===== src/rtl/gate_op_scheduler.sv =====
// gate_op_scheduler
//   Shares one WIDTH-bit gate unit (AND/OR/NOT/NAND/NOR/XOR/XNOR) among
//   NUM_REQ requesters. Arbitration is round-robin and only one operation
//   is in flight at a time. Each result comes back tagged with the ID of
//   the requester that issued it.
//
//   Ports:
//     clk, rst   rising-edge clock, synchronous active-high reset
//     req        per-requester request, held until that requester's gnt
//     op/a/b     per-requester opcode (3b) and operands, packed by index
//     gnt        one-hot grant pulse, only ever driven in IDLE
//     busy       high while the latched op is being computed (EXEC)
//     res_valid  one-cycle result strobe (RESP)
//     res_id     requester index of the result, held until the next result
//     res_data   result value, held until the next result
//     res_err    (GATE_SCHED_OPERR_EN only) flags the reserved opcode 7,
//                asserted together with res_valid
//
//   Optional feature macro: GATE_SCHED_OPERR_EN
//
//   One op takes 3 cycles: IDLE (grant) -> EXEC -> RESP (res_valid).
module gate_op_scheduler #(
  parameter int NUM_REQ = 4,
  parameter int WIDTH   = 8,
  parameter int ID_W    = 2
) (
  input  logic                       clk,
  input  logic                       rst,
  input  logic [NUM_REQ-1:0]         req,
  input  logic [NUM_REQ*3-1:0]       op,
  input  logic [NUM_REQ*WIDTH-1:0]   a,
  input  logic [NUM_REQ*WIDTH-1:0]   b,
  output logic [NUM_REQ-1:0]         gnt,
  output logic                       busy,
  output logic                       res_valid,
  output logic [ID_W-1:0]            res_id,
  output logic [WIDTH-1:0]           res_data
`ifdef GATE_SCHED_OPERR_EN
  ,
  output logic                       res_err
`endif
);

  typedef enum logic [1:0] {IDLE, EXEC, RESP} state_t;

  typedef struct packed {
    logic [2:0]       op;
    logic [WIDTH-1:0] a;
    logic [WIDTH-1:0] b;
  } gate_req_t;

  localparam logic [ID_W:0]   NREQ    = (ID_W+1)'(NUM_REQ);
  localparam logic [ID_W-1:0] LAST_ID = ID_W'(NUM_REQ-1);
  localparam logic [2:0]      OP_RSVD = 3'd7;

  state_t    state;
  logic [ID_W-1:0] rr_ptr;
  logic [ID_W-1:0] sel_id;
  gate_req_t lat;

  // Per-requester views of the flat input buses. Packed layout matches
  // the flat slicing, so lane i sits at [i].
  logic [NUM_REQ-1:0][2:0]       op_v;
  logic [NUM_REQ-1:0][WIDTH-1:0] a_v;
  logic [NUM_REQ-1:0][WIDTH-1:0] b_v;
  assign op_v = op;
  assign a_v  = a;
  assign b_v  = b;

  // Round-robin pick: the first asserted req at or after rr_ptr, wrapping.
  // The candidate index is one bit wider than an ID so the sum can exceed
  // NUM_REQ-1 before it is folded back into range.
  logic [ID_W-1:0] sel;
  logic            found;
  logic [ID_W:0]   cand;
  always_comb begin
    sel   = '0;
    found = 1'b0;
    cand  = '0;
    for (int k = 0; k < NUM_REQ; k++) begin
      cand = {1'b0, rr_ptr} + (ID_W+1)'(k);
      if (cand >= NREQ) cand = cand - NREQ;
      if (!found && req[cand[ID_W-1:0]]) begin
        found = 1'b1;
        sel   = cand[ID_W-1:0];
      end
    end
  end

  // The grant is combinational so the requester sees it in the same
  // cycle that its operands are latched.
  always_comb begin
    gnt = '0;
    if (state == IDLE && found) gnt[sel] = 1'b1;
  end

  function automatic logic [WIDTH-1:0] gate_f(input logic [2:0] o,
                                               input logic [WIDTH-1:0] x,
                                               input logic [WIDTH-1:0] y);
    case (o)
      3'd0:    gate_f = x & y;
      3'd1:    gate_f = x | y;
      3'd2:    gate_f = ~x;
      3'd3:    gate_f = ~(x & y);
      3'd4:    gate_f = ~(x | y);
      3'd5:    gate_f = x ^ y;
      3'd6:    gate_f = ~(x ^ y);
      default: gate_f = '0;   // reserved opcode 7
    endcase
  endfunction

  always_ff @(posedge clk) begin
    if (rst) begin
      state     <= IDLE;
      rr_ptr    <= '0;
      sel_id    <= '0;
      lat       <= '0;
      busy      <= 1'b0;
      res_valid <= 1'b0;
      res_id    <= '0;
      res_data  <= '0;
`ifdef GATE_SCHED_OPERR_EN
      res_err   <= 1'b0;
`endif
    end else begin
      case (state)
        IDLE: begin
          if (found) begin
            lat    <= '{op: op_v[sel], a: a_v[sel], b: b_v[sel]};
            sel_id <= sel;
            rr_ptr <= (sel == LAST_ID) ? '0 : sel + ID_W'(1);
            busy   <= 1'b1;
            state  <= EXEC;
          end
        end
        EXEC: begin
          res_valid <= 1'b1;
          res_id    <= sel_id;
          res_data  <= gate_f(lat.op, lat.a, lat.b);
`ifdef GATE_SCHED_OPERR_EN
          res_err   <= (lat.op == OP_RSVD);
`endif
          busy      <= 1'b0;
          state     <= RESP;
        end
        RESP: begin
          // res_id and res_data are left alone so they hold until the
          // next result.
          res_valid <= 1'b0;
`ifdef GATE_SCHED_OPERR_EN
          res_err   <= 1'b0;
`endif
          state     <= IDLE;
        end
        default: state <= IDLE;
      endcase
    end
  end

`ifndef GATE_SCHED_OPERR_EN
  // Opcode 7 still resolves to zero data through gate_f. Only the flag is
  // absent in this build.
  logic unused_rsvd;
  assign unused_rsvd = (lat.op == OP_RSVD);
`endif

endmodule


===== config.mk =====
export PLATFORM = sky130hd
export DESIGN_NAME = gate_op_scheduler
export DESIGN_NICKNAME = d
export VERILOG_FILES = /design/src/rtl/gate_op_scheduler.sv
export SDC_FILE = /design/constraint.sdc
export NUM_CORES = 1
export LEC_CHECK = 0
export BUFFER_PORTS_ARGS = -buffer_cell sky130_fd_sc_hd__buf_4
export CORE_AREA = 4 4 101 103
export CTS_BUF_LIST = sky130_fd_sc_hd__clkbuf_2
export DETAILED_ROUTE_END_ITERATION = 16
export DIE_AREA = 0 0 105 107
export GPL_TIMING_DRIVEN = 0
export SETUP_SLACK_MARGIN = 0.05
export SYNTH_ARGS = -nofsm -noshare
export SYNTH_HDL_FRONTEND = slang
export SYNTH_SLANG_ARGS = --single-unit

===== constraint.sdc =====
create_clock -name clk -period 2.6 [get_ports clk]
set_input_delay 0 -clock clk [delete_from_list [all_inputs] [get_ports clk]]
set_output_delay 0 -clock clk [all_outputs]
set_load 0.01 [all_outputs]

# == Word level (Yosys, flattened, before mapping) ==
# Index checks and enable logic that the tools add are counted.
# word_totals
ff_bits,37
# classes
reduce_logical,14
n_mux,36
magnitude_cmp,10
add_sub_neg,8
n_eq_ne,10
bitwise,7
# ops
operator,n
$pmux W8 S7,1
$bmux W8 S2,2
$not A8 Y8,4
$mux W2,10
$mux W8,2
$lt A2 B3 Y1 const B,5
$mux W1,10
$eq A3 B3 Y1 const B,3
$ge A3 B3 Y1 const B,3
$and A8 B8 Y8,1
$bmux W1 S2,4
$or A8 B8 Y8,1
$sub A2 B1 Y2 const B,4
$xor A8 B8 Y8,1
$add A2 B2 Y3 const B,2
$bmux W3 S2,1
$eq A3 B2 Y1 const B,2
$logic_and A1 B1 Y1,5
$eq A2 B2 Y1 const B,2
$mux W4,1
$pmux W1 S2,2
$pmux W2 S2,1
$reduce_and A2 Y1,2
$reduce_bool A2 Y1,2
other kinds (12),14

# == Depth between registers and ports, before layout ==
# depth
depth_word,19
ltp_mapped,8
depth_no_buf,7

# == Worst setup path before layout ==
# Ideal clock, no wire load.
# synth_path
path_kind,reg2reg
startpoint,register lat[18] (netlist name)
endpoint,register res_data[5]
n_path_buf,2
slack_ns,0.888
synth_period_minus_slack_ns,1.712
t_required_ns,2.472
path_stages_with_launch,8
arrival_time_ns,1.584
cell_sequence,dfxtp_1 -> clkbuf_1 -> clkbuf_1 -> mux2_2 -> o211ai_1 -> o311ai_0 -> a22oi_1 -> nor2_1
# synth_between
elab_chain_len,2
elab_cells_between_ends,8
# synth_rtl
item,line_no,rtl
from (decl),59,gate_req_t lat;
from (signal assigned),129,"lat <= '{op: op_v[sel], a: a_v[sel], b: b_v[sel]};"
$eq A3 B3 Y1 (tied with other cells),100,case (o)
$pmux W8 S7 (*),100,
to (signal assigned),139,"res_data <= gate_f(lat.op, lat.a, lat.b);"
to (decl),37,output logic [WIDTH-1:0] res_data
# Mark *: on every way between the ends. The rest lies on a longest branch, timed or not.
# A chain may end at the register's enable or synchronous reset.

# == Worst setup path after layout ==
# layout_path
startpoint,register rr_ptr[0]
endpoint,register lat[3] (netlist name)
# layout_between
elab_chain_len,16
elab_cells_between_ends,40
# layout_rtl
item,line_no,rtl
from (decl),57,logic [ID_W-1:0] rr_ptr;
from (signal assigned),131,rr_ptr <= (sel == LAST_ID) ? '0 : sel + ID_W'(1);
"parallel branches: the longest is 16 deep, another holds $add A2 B1 Y3",n/a,
# Parallel ways; which one is timed is not known. The select of a mux whose other input is x is not followed.

==> results.yml <==
logic_synthesis:
  synthCells: 314
  synth_area_leaders: "dfxtp_1 (27%), mux2i_1 (19%), ha_1 (9.5%)"
  synth_seq_cells: 37
  synth-compound-area-share_pct: 21.20
  yosysSeqAreaShare_pct: 26.87
  post-synth-top-count-cell: "mux2i_1"
  synth_common_cells: "mux2i_1 (52), dfxtp_1 (37), nand2_1 (36)"
  synthMuxAreaShare_pct: 19.70
  synth_fa_ha_area_share_pct: 9.532
  yosys_warnings: 0
  synth_top_cell_area_share_pct: 26.87
  ys_types: 39
  syn-cell-area_um2: 2756
  async_reset_ff_share_pct: 0
  synth-simple-area-share_pct: 14.34
  syn_nets: 417
  synth_flop_cell: "dfxtp_1"
  yosys.area.top_type: "dfxtp_1"
  synth_top_family_by_area: "compound AO/OA/AOI/OAI gates"
  yosys.area_share.xor_xnor_pct: 0
  synth_edf_count: 0
  syn_avg_cell_area_um2: 8.778
clocking:
  path_clk_slew_ns: 0.20
  cts_max_level: 2
  numClockSinks: 37
  cts-root-buf: "clkbuf_2"
  clk_latency_ns: 0.41
  cts_post_setup_buffers_inserted: 0
  clock_path_buffers: 2
  cts_buffers: 5
  cts_tree: "yes"
timing:
  setup_tns_ns: 0
  min_period_over_period_pct: 91.04
  setup_violations: 0
  slew_violations: 0
  fmax_mhz: 422.5
  min_period_ns: 2.367
  worst_pin_slew_ns: 0.5534
  clock_skew_ns: 0.01377
  rsz0062_at_grt: "false"
  hold_violations: 0
  relSlewSlack_pct: 62.64
floorplanning:
  num_rows: 35
  core_um2: 9196
  die_height_um: 107
  start_util_pct: 29.97
  die-area_um2: 11240
  die_w_um: 105
  ios: 98
hold_path:
  hold_path.class: "in -> reg"
final_layout:
  area_growth_pct: 61.87
  final_layout_size_suffix_gt1_share_pct: 26.91
  fin_cells: 609
  layout.nets: 600
  design_area_um2: 4462
  antenna_cells: 0
  nFillCells: 847
worst_setup_path:
  cp_slowest_cell: "dlygate4sd3_1"
  r2r_slack_ns: 0.23
  critPathTopFamily: "buffers and inverters"
  path_max_fanout: 10
  cp_num_buf_inv: 4
  worstSetupStartpointType: "flip-flop"
  critPathArrivalTime_ns: 2.68
  cpPeakStageDelay_ns: 0.57
  critPathKind: "reg -> reg"
  cp-end-kind: "flip-flop"
  cp_cell_sequence: "inv_1, a21oi_1, a2bb2oi_1, buf_2, clkbuf_4, mux2i_1, dlygate4sd3_1, o221ai_1"
  worstPathRequired_ns: 2.91
global_route:
  grt_pass1_wl_um: 15050
  grt_max_degree: 12
  grt-ovfl-total: 0
  grt_use_total_pct: 16.34
  grt_pass1_vias: 3052
  antenna_found_initial: 0
detailed_routing:
  dr.pass1.iters: 4
  drc: 0
  wl_um: 8933
  viasPerCell: 4.836
  drtIter0Drc: 117
  wl_per_cell_um: 14.67
  detail-route-antenna-nets: 0
  via_count: 2945
flow_run:
  maxCapViolations: 0
place:
  dp_hpwl_um: 6283
  gp_congestion: 0.8589
  placedCellCount: 522
  placed_area_um2: 3623
  io_buffers: 97
status:
  status: "finished, final reports clean"
power:
  power_density_nw_per_um2: 502.9
  leakage_nw: 1.938
  ir_drop_v: 0.0001930
where the power goes:
part | switching [mW] | internal [mW] | leakage (nW)
Sequential | 0.0806 | 0.663 | 0.305
Combinational | 0.563 | 0.659 | 1.60
Clock | 0.210 | 0.0676 | 0.0327
cell type report:
| cell class | count | area (um2) | share of cell area (%) |
|---|---|---|---|
| multi-input combinational | 231 | 1785 | 40.02 |
| timing repair buffer | 176 | 1519 | 34.04 |
| sequential | 37 | 740.7 | 16.60 |
| buffer | 23 | 151.4 | 3.393 |
| tap | 111 | 138.9 | 3.113 |
| inverter | 23 | 86.33 | 1.935 |
| clock buffer | 6 | 30.03 | 0.6730 |
| clock inverter | 2 | 10.01 | 0.2243 |
layout by cell type (no fill, tap or decap), types with 5 or more instances in the layout:
master         netlist  final
nand2b_1            10     10
o221ai_2            10     10
inv_1               22     22
nand3_1              5      5
nor2_1              17     17
clkbuf_2             0      6
a21oi_1             15     15
ha_1                21     21
o221ai_1            12     12
dlygate4sd3_1        0     79
mux2i_1             52     52
clkbuf_1            10     10
dfxtp_1             37     37
o21ai_0             17     17
buf_4                3    100
nand2_1             36     36
worst paths after layout:
| path | start | endpoint | cells past startpoint |
|---|---|---|---|
| min | req[2] | state[0]$_SDFFE_PP0P_ | 5 |
| min reg2reg | res_data[3]$_SDFFE_PP0P_ | res_data[3]$_SDFFE_PP0P_ | 2 |
| max reg2reg | rr_ptr[0]$_SDFFE_PP0P_ | lat[3]$_SDFFE_PP0P_ | 8 |
| max | rr_ptr[0]$_SDFFE_PP0P_ | lat[3]$_SDFFE_PP0P_ | 8 |
per-layer routing:
| metal | vias up | GRT usage (%) | part of all wire (%) |
|---|---|---|---|
| met5 | - | 0 | 0 |
| met3 | 9 | 3.251 | 4.9 |
| met2 | 84 | 29.47 | 51 |
| met4 | 0 | 4.405 | 1.3 |
| li1 | 1495 | - | - |
| met1 | 1357 | 19.71 | 43 |
registers in the layout, indices dropped and copies added, names as in the netlist:
name and count:
res_data 8, rr_ptr 2, sel_id 2, lat 19, res_id 2, busy 1, res_valid 1, state 2
kinds of logic (layout without fill, tap and decap cells):
family	after synthesis	in the layout
simple gates	81	81
compound gates	75	75
mux	54	54
buf+inv	46	230
flops	37	37
fa+ha+maj	21	21
repair_timing:
item | CTS | global route
hold buffers | 79 | 0
gates resized for setup | 0 | 3
hold endpoints to repair | 23 | 0
setup endpoints to repair | 0 | 7
worst min-delay path: cells and delay by family:
kind	cells	cell delay, ns
AO/OA/AOI/OAI	1	0.12
buffers and inverters	1	0.12
AND/OR/NAND/NOR	3	0.19
stage by stage:
stage / setup WS (ns) / hold WS, ns / total power, mW / util, %
6_report: 0.2331 / 0.05383 / 2.244 / 48.52
5_1_grt: 0.06932 / 0.07033 / 2.418 / 48.52
4_1_cts: 0.1831 / 0.02208 / 2.240 / 48.44
2_1_floorplan: 0.8880 / 0.1920 / 1.452 / -
3_5_place_dp: 0.5048 / 0.3208 / 1.793 / 39.40
3_3_place_gp: 0.5738 / 0.3122 / 1.766 / 39.40
No activity file was read; power rests on OpenSTA's default activity.
